`config.mk`:
```
export PLATFORM = sky130hd
export DESIGN_NAME = dmem_arbiter
export DESIGN_NICKNAME = d
export VERILOG_FILES = /design/src/rtl/dmem_arbiter.sv
export SDC_FILE = /design/constraint.sdc
export NUM_CORES = 1
export LEC_CHECK = 0
export BUFFER_PORTS_ARGS = -buffer_cell sky130_fd_sc_hd__clkbuf_2
export CAP_MARGIN = 20
export CORE_UTILIZATION = 41
export CTS_CLUSTER_SIZE = 12
export DETAILED_ROUTE_END_ITERATION = 8
export GPL_TIMING_DRIVEN = 0
export PLACE_DENSITY = 0.79
export SETUP_SLACK_MARGIN = 0.05
export SLEW_MARGIN = 25
export SYNTH_ARGS = -nofsm -noshare
export SYNTH_HDL_FRONTEND = slang
export SYNTH_SLANG_ARGS = --single-unit
```
`constraint.sdc`:
```
create_clock -name CLK -period 1.9 [get_ports CLK]
set_input_delay 0.19 -clock CLK [delete_from_list [all_inputs] [get_ports CLK]]
set_output_delay 0.19 -clock CLK [all_outputs]
set_load 0.1 [all_outputs]
```
`src/rtl/dmem_arbiter.sv`:
```
// Two-requester arbiter/sequencer for the word-addressed data memory, with LOCK support.
// Define DMEM_ARB_RR_EN for round-robin tie-breaking; otherwise M0 has fixed priority.
module dmem_arbiter #(
  parameter int ADDR_HI  = 31,
  parameter int MAX_LOCK = 8
) (
  input  logic              CLK,
  input  logic              RST_N,
  input  logic              M0_REQ,
  input  logic              M1_REQ,
  input  logic [ADDR_HI:2]  M0_ADDR,
  input  logic [ADDR_HI:2]  M1_ADDR,
  input  logic [31:0]       M0_WDATA,
  input  logic [31:0]       M1_WDATA,
  input  logic [3:0]        M0_WSTB,
  input  logic [3:0]        M1_WSTB,
  input  logic              M0_LOCK,
  input  logic              M1_LOCK,
  output logic              M0_GNT,
  output logic              M1_GNT,
  output logic              M0_ACK,
  output logic              M1_ACK,
  output logic [31:0]       M0_RDATA,
  output logic [31:0]       M1_RDATA,
  output logic [ADDR_HI:2]  MEM_ADDR,
  output logic [31:0]       MEM_DATAI,
  input  logic [31:0]       MEM_DATAO,
  output logic              MEM_CE,
  output logic [3:0]        MEM_WSTB
);

  localparam logic [8:0] LOCK_LIMIT = 9'(MAX_LOCK);

  typedef enum logic {S_IDLE = 1'b0, S_ACCESS = 1'b1} state_t;

  state_t            state_q, state_d;
  logic              grant, sel, sel_lock, tie_pick;
  logic [ADDR_HI:2]  addr_q, addr_d;
  logic [31:0]       wdata_q, wdata_d;
  logic [3:0]        wstb_q, wstb_d;
  logic              win_q, win_d;
  logic              ack0_q, ack0_d, ack1_q, ack1_d;
  logic [31:0]       rdata0_q, rdata0_d, rdata1_q, rdata1_d;
  logic              lock_act_q, lock_act_d, lock_own_q, lock_own_d;
  logic [7:0]        lock_cnt_q, lock_cnt_d;
  logic [8:0]        lock_inc;
  logic              rel_q, rel_d, rel_id_q, rel_id_d;

`ifdef DMEM_ARB_RR_EN
  logic ptr_q, ptr_d;

  // Pointer names the requester that wins the next unlocked tie.
  assign ptr_d    = grant ? ~sel : ptr_q;
  assign tie_pick = ptr_q;

  always_ff @(posedge CLK or negedge RST_N) begin
    if (!RST_N) ptr_q <= 1'b0;
    else        ptr_q <= ptr_d;
  end
`else
  assign tie_pick = 1'b0;
`endif

  // Winner selection; gated by RST_N so no grant leaks out while in reset.
  always_comb begin
    grant = 1'b0;
    sel   = 1'b0;
    if (state_q == S_IDLE && RST_N) begin
      if (lock_act_q) begin
        sel   = lock_own_q;
        grant = lock_own_q ? M1_REQ : M0_REQ;
      end else if (M0_REQ && M1_REQ) begin
        grant = 1'b1;
        sel   = rel_q ? rel_id_q : tie_pick;
      end else begin
        grant = M0_REQ | M1_REQ;
        sel   = ~M0_REQ;
      end
    end
  end

  assign sel_lock = sel ? M1_LOCK : M0_LOCK;

  always_ff @(posedge CLK or negedge RST_N) begin
    if (!RST_N) state_q <= S_IDLE;
    else        state_q <= state_d;
  end

  always_comb begin
    state_d = state_q;
    case (state_q)
      S_IDLE:   if (grant) state_d = S_ACCESS;
      S_ACCESS: state_d = S_IDLE;
      default:  state_d = S_IDLE;
    endcase
  end

  always_comb begin
    M0_GNT   = grant & ~sel;
    M1_GNT   = grant & sel;
    MEM_CE   = (state_q == S_ACCESS);
    MEM_WSTB = (state_q == S_ACCESS) ? wstb_q : 4'b0000;
  end

  always_comb begin
    addr_d     = addr_q;
    wdata_d    = wdata_q;
    wstb_d     = wstb_q;
    win_d      = win_q;
    lock_act_d = lock_act_q;
    lock_own_d = lock_own_q;
    lock_cnt_d = lock_cnt_q;
    rel_d      = rel_q;
    rel_id_d   = rel_id_q;
    lock_inc   = {1'b0, lock_cnt_q} + 9'd1;
    if (grant) begin
      addr_d  = sel ? M1_ADDR  : M0_ADDR;
      wdata_d = sel ? M1_WDATA : M0_WDATA;
      wstb_d  = sel ? M1_WSTB  : M0_WSTB;
      win_d   = sel;
      rel_d   = 1'b0;
      if (!sel_lock) begin
        lock_act_d = 1'b0;
        lock_cnt_d = 8'd0;
      end else if (lock_inc >= LOCK_LIMIT) begin
        // Forced release hands the next tie to the requester that was kept waiting.
        lock_act_d = 1'b0;
        lock_cnt_d = 8'd0;
        rel_d      = 1'b1;
        rel_id_d   = ~sel;
      end else begin
        lock_act_d = 1'b1;
        lock_own_d = sel;
        lock_cnt_d = lock_inc[7:0];
      end
    end
    ack0_d   = (state_q == S_ACCESS) && !win_q;
    ack1_d   = (state_q == S_ACCESS) && win_q;
    rdata0_d = ack0_d ? MEM_DATAO : rdata0_q;
    rdata1_d = ack1_d ? MEM_DATAO : rdata1_q;
  end

  always_ff @(posedge CLK or negedge RST_N) begin
    if (!RST_N) begin
      addr_q     <= '0;
      wdata_q    <= '0;
      wstb_q     <= '0;
      win_q      <= 1'b0;
      ack0_q     <= 1'b0;
      ack1_q     <= 1'b0;
      rdata0_q   <= '0;
      rdata1_q   <= '0;
      lock_act_q <= 1'b0;
      lock_own_q <= 1'b0;
      lock_cnt_q <= '0;
      rel_q      <= 1'b0;
      rel_id_q   <= 1'b0;
    end else begin
      addr_q     <= addr_d;
      wdata_q    <= wdata_d;
      wstb_q     <= wstb_d;
      win_q      <= win_d;
      ack0_q     <= ack0_d;
      ack1_q     <= ack1_d;
      rdata0_q   <= rdata0_d;
      rdata1_q   <= rdata1_d;
      lock_act_q <= lock_act_d;
      lock_own_q <= lock_own_d;
      lock_cnt_q <= lock_cnt_d;
      rel_q      <= rel_d;
      rel_id_q   <= rel_id_d;
    end
  end

  assign M0_ACK    = ack0_q;
  assign M1_ACK    = ack1_q;
  assign M0_RDATA  = rdata0_q;
  assign M1_RDATA  = rdata1_q;
  assign MEM_ADDR  = addr_q;
  assign MEM_DATAI = wdata_q;

endmodule

```
### Yosys cells after proc, flatten, opt, wreduce, memory -nomap -nowiden

Index checks and enable logic that the tools add are counted.
Widths: inputs -> output; s select.

* add/sub/neg operators: 1
* multiply operators: 0
* div/mod/pow operators: 0
* order comparisons: 1
* equal/unequal tests: 0
* shift operators: 0
* multiplexer cells: 21
* bitwise logic cells: 7
* reductions and logical operators: 7

Operators by type and width (number)
* $mux 32: 1
* $mux 30: 1
* $mux 8: 2
* $mux 1: 14
* $add 8x1->9 const B: 1
* $ge 9x4->1 const B: 1
* $mux 4: 2
* $reduce_and 3->1: 2
* $logic_and 1x1->1: 4
* $not 1->1: 4
* $and 1x1->1: 2
* $pmux 1 s2: 1
* $logic_not 1->1: 1
* $or 1x1->1: 1

* flip-flop bits (word level): 146
* latch bits: 0
* memory bits (writable): 0
* memory bits (read-only): 0
* bits of input ports: 170
* output and inout bits: 135
* word-level logic and storage cells: 51
* memories: 0

### Longest topological paths before layout

Gate-level depths: netlist (run 1).

* word-level depth: 6
* mapped depth: 8
* depth with buffers taken out: 6

### Worst setup path after synthesis (run 1)

Ideal clock, no wire load.

* path kind: register to register
* from: register state_q, in the netlist MEM_CE
* to: register win_q
* setup time: 72 ps
* arrival: 3159 ps
* required time: 1828 ps
* path slack: -1331 ps
* cell stages (with the launch flop): 7
* buffers on the path: 2
* clock period less this slack: 3231 ps
* cell sequence: dfrtp_1 > nand2b_1 > a311o_1 > buf_2 > clkbuf_1 > nor2_1 > a21o_1

* word-level cells in the longest chain between the ends: 3
* elaborated cells between the ends (all ways): 4
* those cells by class: 2 x mux; 1 x bitwise; 1 x reduce/logical

Ends and longest elaborated chain
* start: declaration: line 36 `state_t state_q, state_d;`
* start signal: assignment: line 86 `else state_q <= state_d;`
* $not 1->1 *
* $logic_and 1x1->1 *: line 68 `if (state_q == S_IDLE && RST_N) begin`
* $mux 1: line 68
* end signal: assignment: line 162 `win_q <= win_d;`
* end: declaration: line 41 `logic win_q, win_d;`

Every way passes the cells marked *; elsewhere a longest branch is shown, timed or not.
A chain may end at the register's enable or synchronous reset.

### Final worst setup path (run 1)

* from: register state_q, in the netlist MEM_CE
* to: output port M1_GNT

* word-level cells in the longest chain between the ends: 4
* elaborated cells between the ends (all ways): 5
* those cells by class: 2 x mux; 2 x bitwise; 1 x reduce/logical

Ends and longest elaborated chain
* $not 1->1 *
* $logic_and 1x1->1 *: line 68
* $mux 1: line 68
* $and 1x1->1 *: line 100 `M1_GNT = grant & sel;`
* end: declaration: line 20 `output logic M1_GNT,`

Marked as above.

==> impl_results.md, run 1 <==
- Number of synthesized register bits: 146
- Count of routing violations after the opening detailed-route iteration: approximately 210
- Total number of vias: ~5k
- Required arrival time at the worst endpoint: 1710 ps
- Time the final worst path needs with I/O delays and setup: 2190 ps
- Kind of start point of the critical path: flop
- Total routing usage reported by global routing: between 20% and 30%
- Setup slack of the most critical reg-to-reg path: -210 ps
- Most frequent standard cell in the layout excluding fill and tap cells: sky130_fd_sc_hd__clkbuf_2
- CTS Hold Buffers Added: 7
- RR Startpoint: lock_own_q
- Final Hold Vio Count: 61
- Post-route clock skew: 11.1 ps
- Setup repair after global routing missed its margin: yes
- Wire length of the first global-routing pass: 24500 µm
- Violated checks: negative hold slack, negative setup slack
- Destination of the worst register-to-register timing path: win_q
- Max-cap check violation count: 0
- Sequential area share after synthesis: between 60% and 70%
- Worst setup slack after layout: -294 ps
- TritonCTS clock tree: built
- Core Footprint: 14500 µm²
- Ratio of cells with drive above 1 in the final layout: between 50% and 60%
- Cell at the root of the clock tree: sky130_fd_sc_hd__clkbuf_16
- Cells along the critical path: nand2b_4 -> a311o_1 -> buf_6 -> clkbuf_16 -> nor2_4 -> clkbuf_16
- Worst slew margin relative to its limit: between 60 and 70%
- Residual DRC: 0
- Post-detailed-placement half-perimeter wirelength: 12100 µm
- Clock latency reported for the late side of the worst-skew pair: 430 ps
- Highest-count cells in the layout ignoring fill and taps: 307 x sky130_fd_sc_hd__clkbuf_2, 145 x sky130_fd_sc_hd__dfrtp_1, 71 x sky130_fd_sc_hd__nand2_1, 64 x sky130_fd_sc_hd__mux2_2, 63 x sky130_fd_sc_hd__mux2i_1
- Die area: 15300 µm²
- Synth Cell Area: 6070 µm²
- Fill cell total of the finished layout: 1187
- Input/output buffers: between 300 and 400
- Bufs on Longest Clock Path: 2
- Overflow after GRT: 0
- Total of warnings raised by yosys: 0
- Antenna diodes: 0
- Type of the worst setup path: reg -> out
- Signal arrival time at the worst endpoint: 2000 ps
- Tightest Pin Transition: 572 ps
- Initial core utilization: 41.9%
- Cell with the largest stage delay on the worst path: sky130_fd_sc_hd__dfrtp_4
- Average detailed-routed wire length per instance: 15.7 µm
- Area used by sequential logic in the layout: 3660 µm²
- Die boundary width: 124 µm
- Most frequent CP cell: sky130_fd_sc_hd__clkbuf_16
- Clock buffer count from CTS: 17
- Critical path endpoint category: primary output
- Number of sinks driven by the clock tree: 146
- Area growth from synthesis to layout: 47.0%
- Delay contributed by the slowest stage of the critical path: 470 ps
- Net count after synthesis: approximately 660
- Std cell rows: 44
- Result of the run: finished with violations
- Biggest fanout along the worst timing path: 4
- Maximum number of pins on one net before global-route repair: 86
- Final weighted congestion of routability-driven global placement: 0.761
- Drt first pass iters: 4
- Fin nets: around 1k
- Worst hold-check path type: in -> async
- Number of distinct library cell variants in the gate-level netlist after synthesis: 29
- Total length of routed wires: 16300 µm
- Number of H-tree levels: 4
- Final ANT Viol Nets: 0
- Final period utilization: 115%
- Clock transition time at the flip-flop clock pins of the worst setup and hold paths: 70 ps
- Multi-input combinational cell area: 2320 µm²
- Avg Cell Area, Syn: 12.4 µm²
- Initial antenna violation count: 0
- Die Y-Extent: ~120 µm
- Synthesized instance count: 490
- Via count of the first global-routing pass: 4848
- Average via count per standard cell: 4.83
- Setup-failing EPs final: 25
- Pre-CTS setup slack: -381 ps
- Ports: 305
- Number of pins exceeding their max-slew limit in the final report: 0
- Cell count of the worst reg-to-reg path: 13
- Max Clock Freq: about 460 MHz
- Fin Hold WS: -260 ps
through the flow:
stage | util (%) | TNS [ps] | area (µm²) | std cells
3_3_place_gp | 54.5 | -465440 | 7900 | 978
4_1_cts | 61.4 | -1670 | 8890 | 1032
5_1_grt | 61.6 | -7910 | 8920 | 1035
6_report | 61.6 | -1410 | 8920 | 1035
2_1_floorplan | - | -697 | 6140 | 490
3_5_place_dp | 54.8 | -15420 | 7930 | 979
area by class of cell:
type | count | share of cell area [%]
sequential | 146 | 41.0
clock inverter | 15 | 1.78
inverter | 6 | 0.252
clock buffer | 17 | 4.77
buffer | 31 | 3.46
timing repair buffer | 329 | 20.2
tap | 184 | 2.58
multi-input combinational | 307 | 26.0
sequential cells by signal (all words and copies together) (netlist names):
register    cells
MEM_DATAI      32
lock_cnt_q      8
MEM_ADDR       30
wstb_q          4
M1_ACK          1
M1_RDATA       32
rel_id_q        1
MEM_CE          1
win_q           1
M0_ACK          1
lock_own_q      1
M0_RDATA       32
rel_q           1
lock_act_q      1
layer usage:
| metal | vias up | wire [µm] | GRT usage, % | part of all wire (%) |
|---|---|---|---|---|
| li1 | 2406 | - | - | - |
| met1 | 2353 | 6390 | 24.4 | 39 |
| met2 | 218 | 8390 | 38.2 | 52 |
| met3 | 17 | 1270 | 5.72 | 7.8 |
| met4 | 0 | 233 | 7.68 | 1.4 |
| met5 | - | 0 | 0 | 0 |
critical path, delay by kind of cell, from the launching register on:
kind | cells | cell delay [ps]
buf+inv | 3 | 500
flops | 1 | 470
compound gates | 1 | 360
simple gates | 2 | 250
worst max-delay path by stage:
stage                from  endpoint  slack [ps]  cells after the start
2_1_floorplan      MEM_CE     win_q        -180                      6
3_3_place_gp        RST_N    M1_GNT       -2620                      8
3_5_place_dp        RST_N    M1_GNT        -380                      8
4_1_cts            MEM_CE    M1_GNT        -320                      6
5_1_grt        lock_act_q    M1_GNT        -390                      7
6_report           MEM_CE    M1_GNT        -290                      6
cell families after synthesis:
logic type / synth area share (%)
DFF: 60.2
adders and majority gates: 0.412
and+or+nand+nor: 6.62
buffers and inverters: 2.51
AOI/OAI and AO/OA: 7.11
muxes: 23.2
what timing repair did:
action,in CTS,in global routing
endpoints found under the setup margin,102,79
endpoints found under the hold margin,72,61
cloned,0,0
buffers inserted,14,4
gates resized for setup,52,7
pin swaps,4,0
cell usage after synthesis:
library cell / instances / area (µm²)
sky130_fd_sc_hd__inv_1: 6 / 22.5
sky130_fd_sc_hd__o31ai_1: 2 / 15.0
sky130_fd_sc_hd__a31oi_1: 2 / 12.5
sky130_fd_sc_hd__nor3b_1: 1 / 7.51
sky130_fd_sc_hd__nor2_1: 2 / 7.51
sky130_fd_sc_hd__clkbuf_1: 19 / 71.3
sky130_fd_sc_hd__mux2_2: 64 / 721
sky130_fd_sc_hd__or3_4: 1 / 11.3
sky130_fd_sc_hd__mux2i_1: 67 / 671
sky130_fd_sc_hd__o21ai_0: 69 / 345
sky130_fd_sc_hd__a311oi_1: 1 / 8.76
sky130_fd_sc_hd__o2bb2ai_1: 1 / 8.76
sky130_fd_sc_hd__o21ai_1: 1 / 5.00
sky130_fd_sc_hd__mux2_4: 1 / 15.0
sky130_fd_sc_hd__dfrtp_1: 146 / 3650
sky130_fd_sc_hd__nand2_1: 71 / 267
sky130_fd_sc_hd__a21o_1: 1 / 7.51
sky130_fd_sc_hd__a2bb2oi_1: 1 / 8.76
sky130_fd_sc_hd__nand2b_1: 3 / 18.8
sky130_fd_sc_hd__nand3_1: 3 / 15.0
sky130_fd_sc_hd__buf_4: 1 / 7.51
sky130_fd_sc_hd__o21ba_1: 1 / 10.0
sky130_fd_sc_hd__nor4_1: 1 / 6.26
sky130_fd_sc_hd__buf_2: 8 / 40.0
sky130_fd_sc_hd__ha_1: 2 / 25.0
sky130_fd_sc_hd__and2_1: 9 / 56.3
sky130_fd_sc_hd__a311o_1: 1 / 10.0
sky130_fd_sc_hd__nor2b_1: 2 / 12.5
sky130_fd_sc_hd__buf_1: 3 / 11.3
Power of run 1 is left out: the tool's default activity adds up to more than one toggle a clock period on the data nets, which glitch-free logic cannot reach.
==> run 2, diff against run 1 <==
==> constraint.sdc (replaced) <==
create_clock -name CLK -period 1.9 [get_ports CLK]
set_input_delay 0.19 -clock CLK [delete_from_list [all_inputs] [get_ports CLK]]
set_output_delay 0.19 -clock CLK [all_outputs]
set_load 0.05 [all_outputs]
==> impl_results.md, run 2 (synthesized netlist as in run 1, its figures left out) <==
- Result of the run: finished with violations
- Violated checks: negative hold slack, negative setup slack
- Fin Hold WS: -230 ps (+29.8 ps)
- Count of routing violations after the opening detailed-route iteration: 180 (-13%)
- Worst IR Drop VDD: 0.00117 V
- Post-route clock skew: 5.92 ps (-5.14 ps)
- Die area: 15300 µm² (unchanged)
- Initial core utilization: 41.9% (unchanged)
- Final Hold Vio Count: 67 (+9.8%)
- Time the final worst path needs with I/O delays and setup: 2210 ps (+14.0 ps)
- Residual DRC: 0 (unchanged)
- Overflow after GRT: 0 (unchanged)
- Input/output buffers: 304 (unchanged)
- Critical path endpoint category: flop
- Cell count of the worst reg-to-reg path: 8 (-5)
- Via count of the first global-routing pass: 4884 (+0.74%)
- Average via count per standard cell: 4.82 (-0.13%)
- Number of sinks driven by the clock tree: 146 (unchanged)
- Fin nets: 1014 (+0.40%)
- Signal arrival time at the worst endpoint: 2510 ps (+510 ps)
- Wire length of the first global-routing pass: 24200 µm (-1.3%)
- Cell at the root of the clock tree: sky130_fd_sc_hd__clkbuf_16
- Number of H-tree levels: 4 (unchanged)
- Total number of vias: 5007 (+0.26%)
- Total length of routed wires: 16700 µm (+2.3%)
- Die boundary width: 124 µm (unchanged)
- Final period utilization: 116% (+0.74 points)
- Worst hold-check path type: in -> async
- Post-route cell area: 9220 µm² (+3.3%)
- Clock transition time at the flip-flop clock pins of the worst setup and hold paths: 60 ps (about the same)
- Required arrival time at the worst endpoint: 2200 ps (+490 ps)
- Fill cell total of the finished layout: 1171 (-1.3%)
- TritonCTS clock tree: built
- Detailed-routing wirelength on met1: 6850 µm (+7.3%)
- Final instance count without filler cells: 1039 (+0.39%)
- Total leakage power: 0.00467 µW
- Worst setup slack after layout: -308 ps (-14.0 ps)
- Total routing usage reported by global routing: 21.1% (-0.25 points)
- Met2 Routed Length: 8440 µm (+0.54%)
- Std cell rows: 44 (unchanged)
- Type of the worst setup path: reg -> reg
- Clock latency reported for the late side of the worst-skew pair: 410 ps (-20 ps)
- Maximum number of pins on one net before global-route repair: 80 (-7.0%)
- Post-detailed-placement half-perimeter wirelength: 11800 µm (-2.8%)
- Bufs on Longest Clock Path: 2 (unchanged)
- Kind of start point of the critical path: flop
- Worst slew margin relative to its limit: 61.6% (-0.48 points)
- Highest-count cells in the layout ignoring fill and taps: 307 x sky130_fd_sc_hd__clkbuf_2, 145 x sky130_fd_sc_hd__dfrtp_1, 65 x sky130_fd_sc_hd__mux2i_1, 64 x sky130_fd_sc_hd__mux2_2, 60 x sky130_fd_sc_hd__nand2_1
- Area post-placement: 7900 µm² (-0.47%)
- Top layer reached by signal wires: met4
- Drt first pass iters: 4 (unchanged)
- Antenna diodes: 0 (unchanged)
- Final ANT Viol Nets: 0 (unchanged)
- Ports: 305 (unchanged)
- Max Clock Freq: 453 MHz (-0.63%)
- Average detailed-routed wire length per instance: 16.0 µm (+1.9%)
- Biggest fanout along the worst timing path: 4 (unchanged)
- Power density over cell area: 1980 nW/µm²
- Tightest Pin Transition: 577 ps (+4.74 ps)
- Setup-failing EPs final: 71 (+180%)
- Number of placed instances, taps included: 979 (unchanged)
- Area growth from synthesis to layout: 51.9%
- Final weighted congestion of routability-driven global placement: 0.793 (+4.3%)
- Number of pins exceeding their max-slew limit in the final report: 0 (unchanged)
- Most frequent standard cell in the layout excluding fill and tap cells: sky130_fd_sc_hd__clkbuf_2
- Clock buffer count from CTS: 17 (unchanged)
- Die Y-Extent: 124 µm (unchanged)
- Max-cap check violation count: 0 (unchanged)
- Core Footprint: 14500 µm² (unchanged)
- Ratio of cells with drive above 1 in the final layout: 57.1% (+3.0 points)
- Setup repair after global routing missed its margin: yes
- Initial antenna violation count: 0 (unchanged)
- Metal3 WL: 1170 µm (-8.0%)
==> run 2: cell count changes in the layout (fill, tap and decap cells not counted), sizes merged <==
cell | previous run | this run
dlygate4sd3 | 7 | 0
clkinv | 2 | 3
clkbuf | 340 | 342
buf | 30 | 39
inv | 17 | 12
bufinv | 0 | 2
clkinvlp | 2 | 4
==> run 2: path summary, 6_finish.rpt <==
path	startpoint	end	slack [ps]
setup reg to reg	lock_act_q	lock_own_q	-310
setup / recovery	lock_act_q	lock_own_q	-310
hold reg to reg	MEM_ADDR[5]	MEM_ADDR[5]	470
min in group CLK	MEM_DATAO[26]	M1_RDATA[26]	20
max in group asynchronous	RST_N	MEM_DATAI[20]	1340
hold / removal	RST_N	M0_RDATA[3]	-230
==> run 2: worst max-delay path, stage by stage (launching register included) <==
cell and delay (ps):
sky130_fd_sc_hd__dfrtp_1 390, sky130_fd_sc_hd__nor2b_4 140, sky130_fd_sc_hd__o21ba_1 170, sky130_fd_sc_hd__a311o_1 300
sky130_fd_sc_hd__buf_6 150, sky130_fd_sc_hd__buf_4 130, sky130_fd_sc_hd__buf_6 110, sky130_fd_sc_hd__or3_4 410
sky130_fd_sc_hd__mux2_4 300
==> run 2: through the flow <==
stage	setup WS (ps)	power, µW	utilization (%)	TNS (ps)
5_1_grt	-384	19200	63.7	-13580
6_report	-308	18200	63.7	-8300
3_3_place_gp	-2650	14000	54.3	-459910
2_1_floorplan	-46.9	11900	-	-46.9
4_1_cts	-322	17900	60.8	-2160
3_5_place_dp	-593	14200	54.5	-30560
==> run 2: layout make-up <==
cell class | instances | area, µm² | share of cell area, %
buffer | 31 | 325 | 3.53
timing repair buffer | 333 | 1970 | 21.3
clock buffer | 17 | 425 | 4.61
multi-input combinational | 307 | 2410 | 26.1
inverter | 6 | 35.0 | 0.380
tap | 184 | 230 | 2.50
clock inverter | 15 | 174 | 1.89
sequential | 146 | 3650 | 39.6
==> run 2: timing repair <==
action                                  in CTS  in global routing
endpoints found under the hold margin       67                 67
pin swaps                                    4                  2
gates resized for setup                     84                 76
buffers inserted                            10                 12
endpoints found under the setup margin     103                 82
gates cloned                                 0                  8
==> run 2: report_power, final <==
part           switching, µW  total (µW)  leakage [µW]  internal, µW
Sequential               834        5350       0.00177          4520
Clock                   1390        3370      0.000281          1970
Combinational           6810        9510       0.00262          2690
==> run 2: per-layer routing <==
layer	up-vias	track usage, %
met2	197	37.4
met3	14	5.31
met4	0	7.15
met5	-	0
li1	2413	-
met1	2383	24.8
No activity file was read; power rests on OpenSTA's default activity.
